==> config.mk <==
export PLATFORM = sky130hd
export DESIGN_NAME = uart_tx
export DESIGN_NICKNAME = d
export VERILOG_FILES = /design/src/rtl/uart_tx.sv
export SDC_FILE = /design/constraint.sdc
export NUM_CORES = 1
export LEC_CHECK = 0
export CAP_MARGIN = 30
export CORE_MARGIN = 2
export CORE_UTILIZATION = 60
export DETAILED_ROUTE_END_ITERATION = 7
export PLACE_DENSITY = 0.88
export SLEW_MARGIN = 20
export SYNTH_ARGS = -nofsm -noshare
export SYNTH_HDL_FRONTEND = slang
export SYNTH_SLANG_ARGS = --single-unit
==> constraint.sdc <==
create_clock -name i_clk -period 7.3 [get_ports i_clk]
set_clock_uncertainty 0.2 [all_clocks]
set_input_delay 1.46 -clock i_clk [delete_from_list [all_inputs] [get_ports i_clk]]
set_output_delay 1.46 -clock i_clk [all_outputs]
set_load 0.02 [all_outputs]
==> src/rtl/uart_tx.sv <==
// uart_tx: serial transmitter fed from a show-ahead TX FIFO.
// Frame: start bit, DATA_WIDTH data bits LSB-first, optional parity, one or two stop bits.
// Divisor, parity and stop configuration are captured when the word is popped.
module uart_tx #(
  parameter int DATA_WIDTH = 8,
  parameter int DIV_WIDTH  = 16
) (
  input  logic                  i_clk,
  input  logic                  i_rst,
  input  logic                  i_en,
  input  logic [DIV_WIDTH-1:0]  i_baud_div,
  input  logic                  i_par_en,
  input  logic                  i_par_odd,
  input  logic                  i_stop2,
  input  logic [DATA_WIDTH-1:0] i_fifo_data,
  input  logic                  i_fifo_empty,
  output logic                  o_fifo_rd,
  output logic                  o_tx,
  output logic                  o_busy,
  output logic                  o_done
);

  typedef enum logic [2:0] {
    IDLE   = 3'd0,
    START  = 3'd1,
    DATA   = 3'd2,
    PARITY = 3'd3,
    STOP   = 3'd4
  } state_t;

  localparam logic [DATA_WIDTH-1:0] LAST_BIT = DATA_WIDTH'(DATA_WIDTH - 1);

  state_t                state_q,    state_d;
  logic [DATA_WIDTH-1:0] shift_q,    shift_d;
  logic [DATA_WIDTH-1:0] bit_idx_q,  bit_idx_d;
  logic [DIV_WIDTH-1:0]  cnt_q,      cnt_d;
  logic [DIV_WIDTH-1:0]  div_q,      div_d;
  logic                  par_en_q,   par_en_d;
  logic                  par_bit_q,  par_bit_d;
  logic                  stop2_q,    stop2_d;
  logic                  stop_idx_q, stop_idx_d;
  logic                  tx_q,       tx_d;
  logic                  busy_q,     busy_d;
  logic                  bit_end;

  // The current bit period finishes on the clock where the countdown reaches zero.
  assign bit_end = (cnt_q == '0);

  // A pop is only possible from IDLE, and is held off while reset is asserted.
  assign o_fifo_rd = (state_q == IDLE) && i_en && !i_fifo_empty && !i_rst;

  // Done marks the final clock of the final stop bit.
  assign o_done = (state_q == STOP) && bit_end && (stop_idx_q == stop2_q);

  assign o_tx   = tx_q;
  assign o_busy = busy_q;

  // Next-state logic: frame sequencing, bit timing, shifting, and registered line value.
  always_comb begin
    state_d    = state_q;
    shift_d    = shift_q;
    bit_idx_d  = bit_idx_q;
    cnt_d      = cnt_q;
    div_d      = div_q;
    par_en_d   = par_en_q;
    par_bit_d  = par_bit_q;
    stop2_d    = stop2_q;
    stop_idx_d = stop_idx_q;

    case (state_q)
      IDLE: begin
        if (o_fifo_rd) begin
          shift_d    = i_fifo_data;
          div_d      = i_baud_div;
          cnt_d      = i_baud_div;
          par_en_d   = i_par_en;
          par_bit_d  = (^i_fifo_data) ^ i_par_odd;
          stop2_d    = i_stop2;
          bit_idx_d  = '0;
          stop_idx_d = 1'b0;
          state_d    = START;
        end
      end

      START: begin
        if (bit_end) begin
          cnt_d   = div_q;
          state_d = DATA;
        end else begin
          cnt_d = cnt_q - DIV_WIDTH'(1);
        end
      end

      DATA: begin
        if (bit_end) begin
          cnt_d   = div_q;
          shift_d = shift_q >> 1;
          if (bit_idx_q == LAST_BIT) begin
            bit_idx_d  = '0;
            stop_idx_d = 1'b0;
            state_d    = par_en_q ? PARITY : STOP;
          end else begin
            bit_idx_d = bit_idx_q + DATA_WIDTH'(1);
          end
        end else begin
          cnt_d = cnt_q - DIV_WIDTH'(1);
        end
      end

      PARITY: begin
        if (bit_end) begin
          cnt_d      = div_q;
          stop_idx_d = 1'b0;
          state_d    = STOP;
        end else begin
          cnt_d = cnt_q - DIV_WIDTH'(1);
        end
      end

      STOP: begin
        if (bit_end) begin
          if (stop_idx_q == stop2_q) begin
            state_d = IDLE;
          end else begin
            stop_idx_d = 1'b1;
            cnt_d      = div_q;
          end
        end else begin
          cnt_d = cnt_q - DIV_WIDTH'(1);
        end
      end

      default: begin
        state_d = IDLE;
        cnt_d   = '0;
      end
    endcase

    // The line value is registered, so derive it from where the frame will be next clock.
    case (state_d)
      START:   tx_d = 1'b0;
      DATA:    tx_d = shift_d[0];
      PARITY:  tx_d = par_bit_d;
      default: tx_d = 1'b1;
    endcase

    busy_d = (state_d != IDLE);
  end

  // State and datapath registers; reset abandons any frame in flight.
  always_ff @(posedge i_clk or posedge i_rst) begin
    if (i_rst) begin
      state_q    <= IDLE;
      shift_q    <= '0;
      bit_idx_q  <= '0;
      cnt_q      <= '0;
      div_q      <= '0;
      par_en_q   <= 1'b0;
      par_bit_q  <= 1'b0;
      stop2_q    <= 1'b0;
      stop_idx_q <= 1'b0;
      tx_q       <= 1'b1;
      busy_q     <= 1'b0;
    end else begin
      state_q    <= state_d;
      shift_q    <= shift_d;
      bit_idx_q  <= bit_idx_d;
      cnt_q      <= cnt_d;
      div_q      <= div_d;
      par_en_q   <= par_en_d;
      par_bit_q  <= par_bit_d;
      stop2_q    <= stop2_d;
      stop_idx_q <= stop_idx_d;
      tx_q       <= tx_d;
      busy_q     <= busy_d;
    end
  end

endmodule

==> metrics.txt <==
Slew @ Worst Pin 0.771 ns; Setup Crit Path Kind in2out; class of the worst hold path reg2reg; DRC Markers 0; I/O Buffers 34; H-tree levels 3; ys async rst share 100%; status completed; CP required 5.64 ns; Seq pwr share 45.7%; nature of the critical path startpoint input port; Yosys reg bits 57; post-synthesis sequential area ratio 46.8%; Peak Freq 204 MHz; CP arrival 3.24 ns; CTS resizes 0; nets 416; vias in the first global route 2597; commonest cells after routing, fill and taps aside nand2_1 (93), dfrtp_1 (56), clkdlybuf4s50_1 (34); grt ovf 0; maximum fanout along the worst path 25; Final TNS setup 0 ns; post-synth top area cell dfrtp_1; cell internal pwr 699 uW; Tmin final 4.90 ns; HPWL after DPL 4640 um; latest clock arrival within the worst-skew pair 0.34 ns; Pleak 0.00160 uW; Synth Instances 351; CTS tree built; initial antenna violation count 0; FF-to-FF setup slack 4.21 ns; Total GRT Usage 28.0%; R2R depth 6; Final Non-Filler Cells 455; maximum clock insertion buffer count 2; Initial DRC Count 220; CTS Root Cell clkbuf_8; R2R Path End o_tx; Critical path destination o_fifo_rd; die width 75.3 um; Overall Power 1070 uW; Row Count 25; number of diodes 0; drt via density 5.95; most common cell after layout, fill and taps aside nand2_1; Avg Inst Size Synth 8.69 um2; hold buffers post-CTS 0; Clock transition at path regs 0.06 ns; initial core utilization 63.3%; WL per Instance 15.6 um; DR vias 2705; combinational share of power 29.9%; post-synthesis net count 384; Initial DRT Pass Iterations 4; Core Util, Final 74.9%; unrepaired setup endpoints after global routing false; Main synth FF type dfrtp_1; synthesized cell area 3050 um2; Slew Limit Fails 0; Slew headroom 48.1%; Die Y 75.3 um; RR Startpoint cnt_q[2]; largest cells by area after synthesis dfrtp_1 (46%), nand2_1 (11%), xnor2_1 (4.6%); first-pass GRT wire length 11800 um; Peak VDD IR 0.139 mV; Placed Instances 438; Clk pwr share 24.5%; PwrDens 298 nW/um2; Final period util 67.2%; Post-synth EDFFs 0; Synth top area share 46.0%; share of cells above drive strength 1 7.99%; distinct cell type count after synthesis 50; switching share of total power 34.9%; Layout area overhead 18.3%; CTS buffer count 9; final hold viol count 0; IO Pins 35; switching pwr 375 uW; final setup fails 0; number of synthesis warnings 0; CP startpoint i_rst; post-CTS setup buffer count 0; Placer Congestion 0.846; number of max-cap violations 0; largest net degree at the start of global routing 58; Worst Slack Setup Final 2.40 ns; antenna-violating nets left 0; WL final 7080 um; clk sinks 57; Setup crit end kind primary output; Post-Place Worst Slack 2.42 ns; area of the core 4820 um2; Die ar. 5670 um2
-- final cells by class --
class	count	area, um2
multi-input combinational	266	1500
sequential	57	1430
fill	373	1210
timing repair buffer	41	393
clock buffer	13	159
tap	67	83.8
inverter	8	30.0
clock inverter	3	15.0
-- per-stage QoR --
| step | hold WS [ns] | cell area (um2) |
|---|---|---|
| 6_report | 0.278 | 3610 |
| 5_1_grt | 0.301 | 3610 |
| 4_1_cts | 0.273 | 3600 |
| 3_5_place_dp | 0.258 | 3420 |
| 3_3_place_gp | 0.259 | 3420 |
| 2_1_floorplan | 0.237 | 3050 |
-- flip-flops by register name, summed over array words and instances, names as in the netlist --
| name | flops |
|---|---|
| stop2_q | 1 |
| shift_q | 8 |
| par_bit_q | 1 |
| cnt_q | 16 |
| o_tx | 1 |
| div_q | 16 |
| state_q | 3 |
| o_busy | 1 |
| bit_idx_q | 8 |
| stop_idx_q | 1 |
| par_en_q | 1 |
-- cell usage after synthesis, types with 3 or more instances --
cell / number
nor4_1: 4
xor2_1: 3
o211ai_1: 11
a21oi_1: 8
o31ai_1: 4
nor2_1: 26
or4_1: 3
nor3_1: 9
buf_2: 3
nand2_1: 93
a31oi_1: 9
a22oi_1: 8
dfrtp_1: 56
clkbuf_1: 14
inv_1: 8
xnor2_1: 16
and3_1: 3
a211oi_1: 3
nand3_1: 5
or3_1: 10
o21ai_0: 18
-- kinds of logic (layout without fill, tap and decap cells) --
logic type / after synthesis / in the layout / share of synthesized area, %
flip-flops: 57 / 57 / 46.8
buffers and inverters: 28 / 65 / 4.06
XOR/XNOR: 19 / 19 / 5.46
AO/OA/AOI/OAI: 83 / 83 / 19.1
adder cells (fa/ha/maj): 2 / 2 / 0.821
AND/OR/NAND/NOR: 162 / 162 / 23.7
-- per-layer routing --
| layer | wire (um) | vias up | global-route usage [%] |
|---|---|---|---|
| met5 | 0 | - | 0 |
| met4 | 62 | 0 | 8.38 |
| met3 | 384 | 7 | 8.03 |
| met2 | 3680 | 89 | 48.0 |
| met1 | 2960 | 1308 | 34.3 |
| li1 | - | 1301 | - |
-- power by group through the flow --
stage / clock, uW / combinational [uW] / sequential, uW
after floorplan: 0 / 243 / 473
after global placement: 0 / 298 / 485
after detailed placement: 0 / 314 / 492
after CTS: 265 / 320 / 488
after global routing: 281 / 358 / 501
final: 263 / 321 / 490
-- worst min path at each step --
stage / startpoint / to / slack, ns / cells after the start
finish: shift_q[2] / shift_q[2] / 0.28 / 2
global route: div_q[13] / div_q[13] / 0.30 / 2
CTS: div_q[13] / div_q[13] / 0.27 / 2
detailed placement: div_q[13] / div_q[13] / 0.26 / 2
global placement: div_q[9] / div_q[9] / 0.26 / 2
floorplan: div_q[13] / div_q[13] / 0.24 / 2
-- worst max-delay path: stages --
cell and delay, ns:
clkdlybuf4s50_1 0.49, nor3b_1 0.28, nand2_1 0.08, buf_4 0.23, inv_1 0.10, clkdlybuf4s50_1 0.60
(Power assumes the default switching activity.)
